--- src/rtl/lsu_mem_req_sequencer_if.sv ---
// LSU memory request sequencer bus bundle.
// Op request, memory request and completion signals.
interface lsu_mem_req_sequencer_if;
  logic        req_valid;
  logic        req_ready;
  logic        req_rd;
  logic        req_wr;
  logic        req_gpr;
  logic [5:0]  req_cnt;
  logic [1:0]  req_depth;
  logic [31:0] req_base_addr;
  logic [5:0]  req_wfid;
  logic        mem_rd_en;
  logic        mem_wr_en;
  logic [31:0] mem_addr;
  logic [7:0]  mem_tag;
  logic        mem_ack;
  logic        done;
  logic [5:0]  done_wfid;
  logic        done_gpr;
  logic        done_err;
  logic        busy;

  modport master (
    output req_valid, req_rd, req_wr, req_gpr,
    output req_cnt, req_depth, req_base_addr, req_wfid,
    output mem_ack,
    input  req_ready, mem_rd_en, mem_wr_en,
    input  mem_addr, mem_tag,
    input  done, done_wfid, done_gpr, done_err, busy
  );

  modport slave (
    input  req_valid, req_rd, req_wr, req_gpr,
    input  req_cnt, req_depth, req_base_addr, req_wfid,
    input  mem_ack,
    output req_ready, mem_rd_en, mem_wr_en,
    output mem_addr, mem_tag,
    output done, done_wfid, done_gpr, done_err, busy
  );
endinterface

--- src/rtl/lsu_mem_req_sequencer.sv ---
// LSU memory request sequencer.
// Expands one op into (depth+1)*(cnt+1) word requests.
module lsu_mem_req_sequencer (
  input  logic                      clk,
  input  logic                      rst,
  lsu_mem_req_sequencer_if.slave    bus
);

  localparam logic [1:0] S_IDLE  = 2'd0;
  localparam logic [1:0] S_ISSUE = 2'd1;
  localparam logic [1:0] S_DONE  = 2'd2;

  logic [1:0]  state;
  logic        rd;
  logic        wr;
  logic        gpr;
  logic        err;
  logic [5:0]  cnt;
  logic [1:0]  depth;
  logic [5:0]  wfid;
  logic [31:0] addr;
  logic [5:0]  word_idx;
  logic [1:0]  beat_idx;

  logic accept;
  logic last_word;

  assign accept    = (state == S_IDLE) && bus.req_valid;
  assign last_word = (word_idx == cnt);

  // Op sequencing: latch on accept, walk words/beats on each ack.
  always_ff @(posedge clk or posedge rst) begin
    if (rst) begin
      state    <= S_IDLE;
      rd       <= 1'b0;
      wr       <= 1'b0;
      gpr      <= 1'b0;
      err      <= 1'b0;
      cnt      <= '0;
      depth    <= '0;
      wfid     <= '0;
      addr     <= '0;
      word_idx <= '0;
      beat_idx <= '0;
    end else begin
      case (state)
        S_IDLE: begin
          if (accept) begin
            rd       <= bus.req_rd;
            wr       <= bus.req_wr;
            gpr      <= bus.req_gpr;
            cnt      <= bus.req_cnt;
            depth    <= bus.req_depth;
            wfid     <= bus.req_wfid;
            addr     <= bus.req_base_addr;
            word_idx <= '0;
            beat_idx <= '0;
            err      <= (bus.req_rd == bus.req_wr);
            state    <= (bus.req_rd ^ bus.req_wr)
                        ? S_ISSUE : S_DONE;
          end
        end
        S_ISSUE: begin
          if (bus.mem_ack) begin
            addr <= addr + 32'd4;
            if (last_word) begin
              word_idx <= '0;
              beat_idx <= beat_idx + 2'd1;
              if (beat_idx == depth)
                state <= S_DONE;
            end else begin
              word_idx <= word_idx + 6'd1;
            end
          end
        end
        S_DONE: begin
          state <= S_IDLE;
        end
        default: begin
          state <= S_IDLE;
        end
      endcase
    end
  end

  assign bus.req_ready = (state == S_IDLE);
  assign bus.busy      = (state != S_IDLE);
  assign bus.mem_rd_en = (state == S_ISSUE) && rd;
  assign bus.mem_wr_en = (state == S_ISSUE) && wr;
  assign bus.mem_addr  = addr;
  assign bus.mem_tag   = {beat_idx, word_idx};
  assign bus.done      = (state == S_DONE);
  assign bus.done_err  = (state == S_DONE) && err;
  assign bus.done_wfid = wfid;
  assign bus.done_gpr  = gpr;

endmodule

--- src/flat_wrapper.sv ---
// flat-port wrapper written by rule: the top's interface ports become plain ports
module lsu_mem_req_sequencer_flat 
  (clk, rst, bus_req_valid, bus_req_rd, bus_req_wr, bus_req_gpr, bus_req_cnt, bus_req_depth, bus_req_base_addr, bus_req_wfid, bus_mem_ack, bus_req_ready, bus_mem_rd_en, bus_mem_wr_en, bus_mem_addr, bus_mem_tag, bus_done, bus_done_wfid, bus_done_gpr, bus_done_err, bus_busy);
  lsu_mem_req_sequencer_if bus_i ();
  input  logic clk;
  input  logic rst;
  input wire logic [$bits(bus_i.req_valid)-1:0] bus_req_valid;
  input wire logic [$bits(bus_i.req_rd)-1:0] bus_req_rd;
  input wire logic [$bits(bus_i.req_wr)-1:0] bus_req_wr;
  input wire logic [$bits(bus_i.req_gpr)-1:0] bus_req_gpr;
  input wire logic [$bits(bus_i.req_cnt)-1:0] bus_req_cnt;
  input wire logic [$bits(bus_i.req_depth)-1:0] bus_req_depth;
  input wire logic [$bits(bus_i.req_base_addr)-1:0] bus_req_base_addr;
  input wire logic [$bits(bus_i.req_wfid)-1:0] bus_req_wfid;
  input wire logic [$bits(bus_i.mem_ack)-1:0] bus_mem_ack;
  output wire logic [$bits(bus_i.req_ready)-1:0] bus_req_ready;
  output wire logic [$bits(bus_i.mem_rd_en)-1:0] bus_mem_rd_en;
  output wire logic [$bits(bus_i.mem_wr_en)-1:0] bus_mem_wr_en;
  output wire logic [$bits(bus_i.mem_addr)-1:0] bus_mem_addr;
  output wire logic [$bits(bus_i.mem_tag)-1:0] bus_mem_tag;
  output wire logic [$bits(bus_i.done)-1:0] bus_done;
  output wire logic [$bits(bus_i.done_wfid)-1:0] bus_done_wfid;
  output wire logic [$bits(bus_i.done_gpr)-1:0] bus_done_gpr;
  output wire logic [$bits(bus_i.done_err)-1:0] bus_done_err;
  output wire logic [$bits(bus_i.busy)-1:0] bus_busy;
  assign bus_i.req_valid = bus_req_valid;
  assign bus_i.req_rd = bus_req_rd;
  assign bus_i.req_wr = bus_req_wr;
  assign bus_i.req_gpr = bus_req_gpr;
  assign bus_i.req_cnt = bus_req_cnt;
  assign bus_i.req_depth = bus_req_depth;
  assign bus_i.req_base_addr = bus_req_base_addr;
  assign bus_i.req_wfid = bus_req_wfid;
  assign bus_i.mem_ack = bus_mem_ack;
  assign bus_req_ready = bus_i.req_ready;
  assign bus_mem_rd_en = bus_i.mem_rd_en;
  assign bus_mem_wr_en = bus_i.mem_wr_en;
  assign bus_mem_addr = bus_i.mem_addr;
  assign bus_mem_tag = bus_i.mem_tag;
  assign bus_done = bus_i.done;
  assign bus_done_wfid = bus_i.done_wfid;
  assign bus_done_gpr = bus_i.done_gpr;
  assign bus_done_err = bus_i.done_err;
  assign bus_busy = bus_i.busy;
  lsu_mem_req_sequencer u_core (.clk(clk), .rst(rst), .bus(bus_i));
endmodule
--- config.mk ---
export PLATFORM = sky130hd
export DESIGN_NAME = lsu_mem_req_sequencer_flat
export DESIGN_NICKNAME = d
export VERILOG_FILES = /design/src/rtl/lsu_mem_req_sequencer_if.sv /design/src/rtl/lsu_mem_req_sequencer.sv /design/src/flat_wrapper.sv
export SDC_FILE = /design/constraint.sdc
export NUM_CORES = 1
export LEC_CHECK = 0
export ABC_AREA = 0
export CORE_MARGIN = 1.5
export CORE_UTILIZATION = 42
export DETAILED_ROUTE_END_ITERATION = 8
export PLACE_DENSITY = 0.84
export SLEW_MARGIN = 20
export SYNTH_ARGS = -nofsm -noshare
export SYNTH_HDL_FRONTEND = slang
export SYNTH_SLANG_ARGS = --single-unit
--- constraint.sdc ---
create_clock -name clk -period 1.7 [get_ports clk]
set_input_delay 0.34 -clock clk [delete_from_list [all_inputs] [get_ports clk]]
set_output_delay 0.34 -clock clk [all_outputs]
set_load 0.01 [all_outputs]
==> results.md <==
Placement:
- The post-placement setup slack is -350 ps.
- The routability congestion estimate from global placement is 0.930.
- The HPWL after detailed placement is 7520 um.
- The cell count after placement is 610.
- Input and output buffers added on the ports amount to 105.

Flow run:
- The number of max-capacitance violations reported is 0.

Outcome:
- The flow ran to the end, but the final reports show violations.
- The checks that failed: negative setup slack.

GRT:
- For this run the aggregate overflow at the end of global routing stands at 0.
- The total routing resource utilization after global routing is 0.283.
- The first global-routing pass estimated 18700 um of wire.
- Entering global routing, the biggest net connects 32 pins.
- The number of global-route vias before repair is 3842.
- The number of antenna violations at the first check in global routing is 0.

Final layout:
- 0 antenna diodes ended up in the layout.
- In the final design database the tool counted 605 nets.
- The area occupied by multi-input gates is 1930 um2.
- The finished layout holds 657 standard cells, fillers aside.
- From synthesis to final layout, the design area changed by 68.8%.
- Measured on the finished design, the core utilization comes to 0.731.
- The flip-flop and latch area is 1510 um2.
- The fraction of final layout cells with drive strength greater than 1 is 0.335.
- Counting the fill cells in the layout gives 478.

Yosys:
- The fraction of the yosys area taken by sequential cells is 0.449.
- The cell with the most instances after synthesis is sky130_fd_sc_hd__dfrtp_1.
- The mean area per synthesized cell is 9.19 um2.
- The netlist area before placement is 3350 um2.
- The count of flip-flops with a built-in enable after synthesis is 0.
- The count of cell types in the netlist is 50.
- Ranked by instance count, the synthesized netlist is headed by sky130_fd_sc_hd__dfrtp_1 (60), sky130_fd_sc_hd__a21oi_1 (32), sky130_fd_sc_hd__nand2_1 (32), sky130_fd_sc_hd__nor2_1 (28), sky130_fd_sc_hd__mux2_2 (20).
- Counting every net in the synthesized netlist gives 419.
- The most frequently used flop master after synthesis is sky130_fd_sc_hd__dfrtp_1.
- By area the synthesized netlist is led by sky130_fd_sc_hd__dfrtp_1 (45%), sky130_fd_sc_hd__mux2_2 (6.7%), sky130_fd_sc_hd__a21oi_1 (4.8%).
- The area share of the largest cell type after synthesis is 0.449.
- The synthesized design contains 60 register bits.
- After synthesis, the share of flip-flops with an asynchronous set or reset is 1.00.
- The gate count after technology mapping is 364.
- The total number of yosys warnings is 0.
- sky130_fd_sc_hd__dfrtp_1 takes more of the synthesized area than any other cell.

CTS:
- The clock tree from TritonCTS is done.
- The clock slew seen by the registers of the worst setup and hold paths is 90 ps.
- For this design, the sink count on the clock tree is 60.
- The buffer depth of the longest clock path is 2.
- The hold-fix buffer count after cts is 0.
- The number of H-tree levels is 3.
- The master cell of the clock root buffer is sky130_fd_sc_hd__clkbuf_8.
- Buffers inserted during clock tree synthesis total 9.
- The clock reaches the later pin of the worst-skew pair after 350 ps.

Die:
- The die height is 92.3 um.
- The number of top-level pins is 106.
- The floorplan has 32 rows.
- In this run the horizontal extent of the chip is 92.3 um.
- The initial standard-cell utilization of the core is 0.433.
- The placeable core region is 7730 um2.
- The total die area is 8510 um2.

Critical path:
- STA classifies the critical path endpoint as a register.
- The slowest library cell on the worst path is sky130_fd_sc_hd__or4_4.
- At the worst endpoint, the required time is 1920 ps.
- For this run, the slowest stage of the critical path takes 550 ps.
- In this run the worst path has a maximum fanout of 3.
- STA classifies the critical path startpoint as a register.
- The type of the worst setup path is register to register.
- Data arrives at the worst endpoint at 2020 ps.
- The signal on the critical path passes through nand3_2 -> or4_4 -> o311a_1 -> a31oi_1 -> nand3_1.

Worst hold path:
- The min-delay analysis places its worst path in the category input port to async pin.

STA:
- The number of hold violations in the final report is 0.
- The number of slew-limit violations in the final report is 0.
- Headroom to the max-slew limit came out at 0.767.
- Timing would allow up to 0.555 GHz.
- At the pin with the least slew margin, the transition time is 349 ps.
- Hold timing on the final database bottoms out at a slack of 313 ps.
- Setup violations remaining at the end of the flow were counted as 30.
- Setup repair after global routing could not meet its margin everywhere.
- The clock period minus final worst setup slack is 1800 ps.
- For the final database, setup skew stands at 13.9 ps.
- Of the available clock period, the critical path in the final layout requires 1.06.
- Across all setup checks in the final design, the least slack found is -103 ps.

Routing:
- The via count is 3932.
- Using the TritonRoute via totals, the vias-per-cell ratio works out to 5.98.
- The number of remaining DRC errors is 0.
- The remaining antenna violation count after routing is 0.
- The first detailed-routing pass ran for 5 iterations.
- The average wire length per cell after detail routing is 19.7 um.
- The violation count after the first detailed-routing iteration is 382.
- The total wirelength of the detailed-routed design is 12900 um.

Pwr:
- Power spread over the standard cell area amounts to 1950 nW/um2.
- The leakage power of the design is 2.48 nW.
- IR analysis of the VDD net gives a maximum drop of 1.32 mV.
sequential cells by signal (all words and copies together), names as in the netlist, 2 cells and up:
register,count
u_core.bus.mem_addr,32
u_core.depth,2
u_core.cnt,6
u_core.state,2
u_core.bus.done_wfid,6
u_core.word_idx,6
u_core.beat_idx,2
worst max-delay path: cells and delay by family (launching register included):
family,cells,cell delay [ps]
simple gates,3,770
compound gates,2,460
flops,1,440
power by group:
| part | internal (mW) | switching [mW] | leakage, nW | total, mW |
|---|---|---|---|---|
| clock network | 0.681 | 0.667 | 0.0877 | 1.35 |
| registers | 2.13 | 0.647 | 0.701 | 2.78 |
| logic | 3.57 | 3.30 | 1.69 | 6.86 |
logic make-up (layout without fill, tap and decap cells):
logic type,Yosys count,after routing,share of synthesized area
AO/OA/AOI/OAI,102,102,0.196
flip-flops,60,60,0.449
buffers and inverters,32,223,0.0415
adder cells (fa/ha/maj),2,2,0.00748
XOR/XNOR,9,9,0.0236
AND/OR/NAND/NOR,138,138,0.213
multiplexers,21,21,0.0703
repair_timing:
action,4_1_cts,5_1_grt
hold endpoints to repair,0,0
buffers inserted,14,17
resized for setup,60,58
pin swaps,3,12
endpoints found under the setup margin,62,67
gates cloned,1,0
metrics by stage:
stage	instance area [um2]	setup TNS [ps]	power, mW
floorplan	3370	-140	5.57
global placement	4950	-11020	8.12
detailed placement	4950	-14080	8.35
CTS	5320	-75.1	10.0
global route	5650	-3200	11.5
finish	5650	-1000	11.0
routing by layer:
metal | global-route usage | vias to the layer above | wire, um
met5 | 0 | - | 0
met4 | 0.118 | 0 | 442
met3 | 0.0638 | 54 | 1350
met2 | 0.480 | 294 | 6330
met1 | 0.345 | 1861 | 4790
li1 | - | 1723 | -
layout by cell type, fill, tap and decap left out, types with 3 or more instances in the layout:
| cell | netlist | routed |
|---|---|---|
| sky130_fd_sc_hd__clkdlybuf4s50_1 | 0 | 72 |
| sky130_fd_sc_hd__nand4_1 | 11 | 11 |
| sky130_fd_sc_hd__dfrtp_1 | 60 | 54 |
| sky130_fd_sc_hd__xor2_1 | 4 | 4 |
| sky130_fd_sc_hd__nor2_4 | 0 | 3 |
| sky130_fd_sc_hd__nor2_1 | 28 | 25 |
| sky130_fd_sc_hd__a2bb2oi_1 | 7 | 6 |
| sky130_fd_sc_hd__and2_1 | 8 | 6 |
| sky130_fd_sc_hd__mux2_4 | 0 | 6 |
| sky130_fd_sc_hd__nor3_1 | 16 | 10 |
| sky130_fd_sc_hd__nor3_2 | 0 | 5 |
| sky130_fd_sc_hd__dfrtp_2 | 0 | 6 |
| sky130_fd_sc_hd__a21oi_2 | 0 | 4 |
| sky130_fd_sc_hd__mux2_2 | 20 | 14 |
| sky130_fd_sc_hd__a21oi_1 | 32 | 28 |
| sky130_fd_sc_hd__or3_1 | 3 | 3 |
| sky130_fd_sc_hd__inv_1 | 9 | 8 |
| sky130_fd_sc_hd__buf_12 | 0 | 5 |
| sky130_fd_sc_hd__a31oi_1 | 3 | 3 |
| sky130_fd_sc_hd__clkinvlp_4 | 0 | 5 |
| sky130_fd_sc_hd__buf_2 | 5 | 3 |
| sky130_fd_sc_hd__nand2_1 | 32 | 30 |
| sky130_fd_sc_hd__clkbuf_8 | 0 | 9 |
| sky130_fd_sc_hd__dlygate4sd2_1 | 0 | 20 |
| sky130_fd_sc_hd__a311oi_1 | 5 | 3 |
| sky130_fd_sc_hd__xnor2_1 | 5 | 5 |
| sky130_fd_sc_hd__o22a_1 | 4 | 4 |
| sky130_fd_sc_hd__dlymetal6s2s_1 | 0 | 7 |
| sky130_fd_sc_hd__buf_6 | 0 | 11 |
| sky130_fd_sc_hd__and3_1 | 7 | 6 |
| sky130_fd_sc_hd__o21ai_0 | 19 | 15 |
| sky130_fd_sc_hd__nand3_1 | 14 | 14 |
| sky130_fd_sc_hd__o22ai_1 | 13 | 12 |
| sky130_fd_sc_hd__buf_4 | 3 | 78 |
layout make-up:
cell class / count / area share
inverter: 9 / 0.00665
tap: 102 / 0.0226
multi-input combinational: 272 / 0.341
sequential: 60 / 0.267
clock inverter: 7 / 0.0137
timing repair buffer: 198 / 0.327
clock buffer: 9 / 0.0219
path summary, 6_finish.rpt:
check	to	slack [ps]	startpoint	cells past startpoint
max	u_core.bus.mem_addr[23]	-100	u_core.bus.mem_addr[3]	5
min	u_core.bus.mem_addr[19]	310	rst	2
max reg2reg	u_core.bus.mem_addr[23]	-100	u_core.bus.mem_addr[3]	5
min reg2reg	u_core.bus.done_wfid[4]	520	u_core.bus.done_wfid[4]	1
max in group asynchronous	u_core.word_idx[0]	910	rst	3
min in group clk	u_core.bus.done_wfid[4]	520	u_core.bus.done_wfid[4]	1
Note: power is estimated with default switching activity, not from simulation.
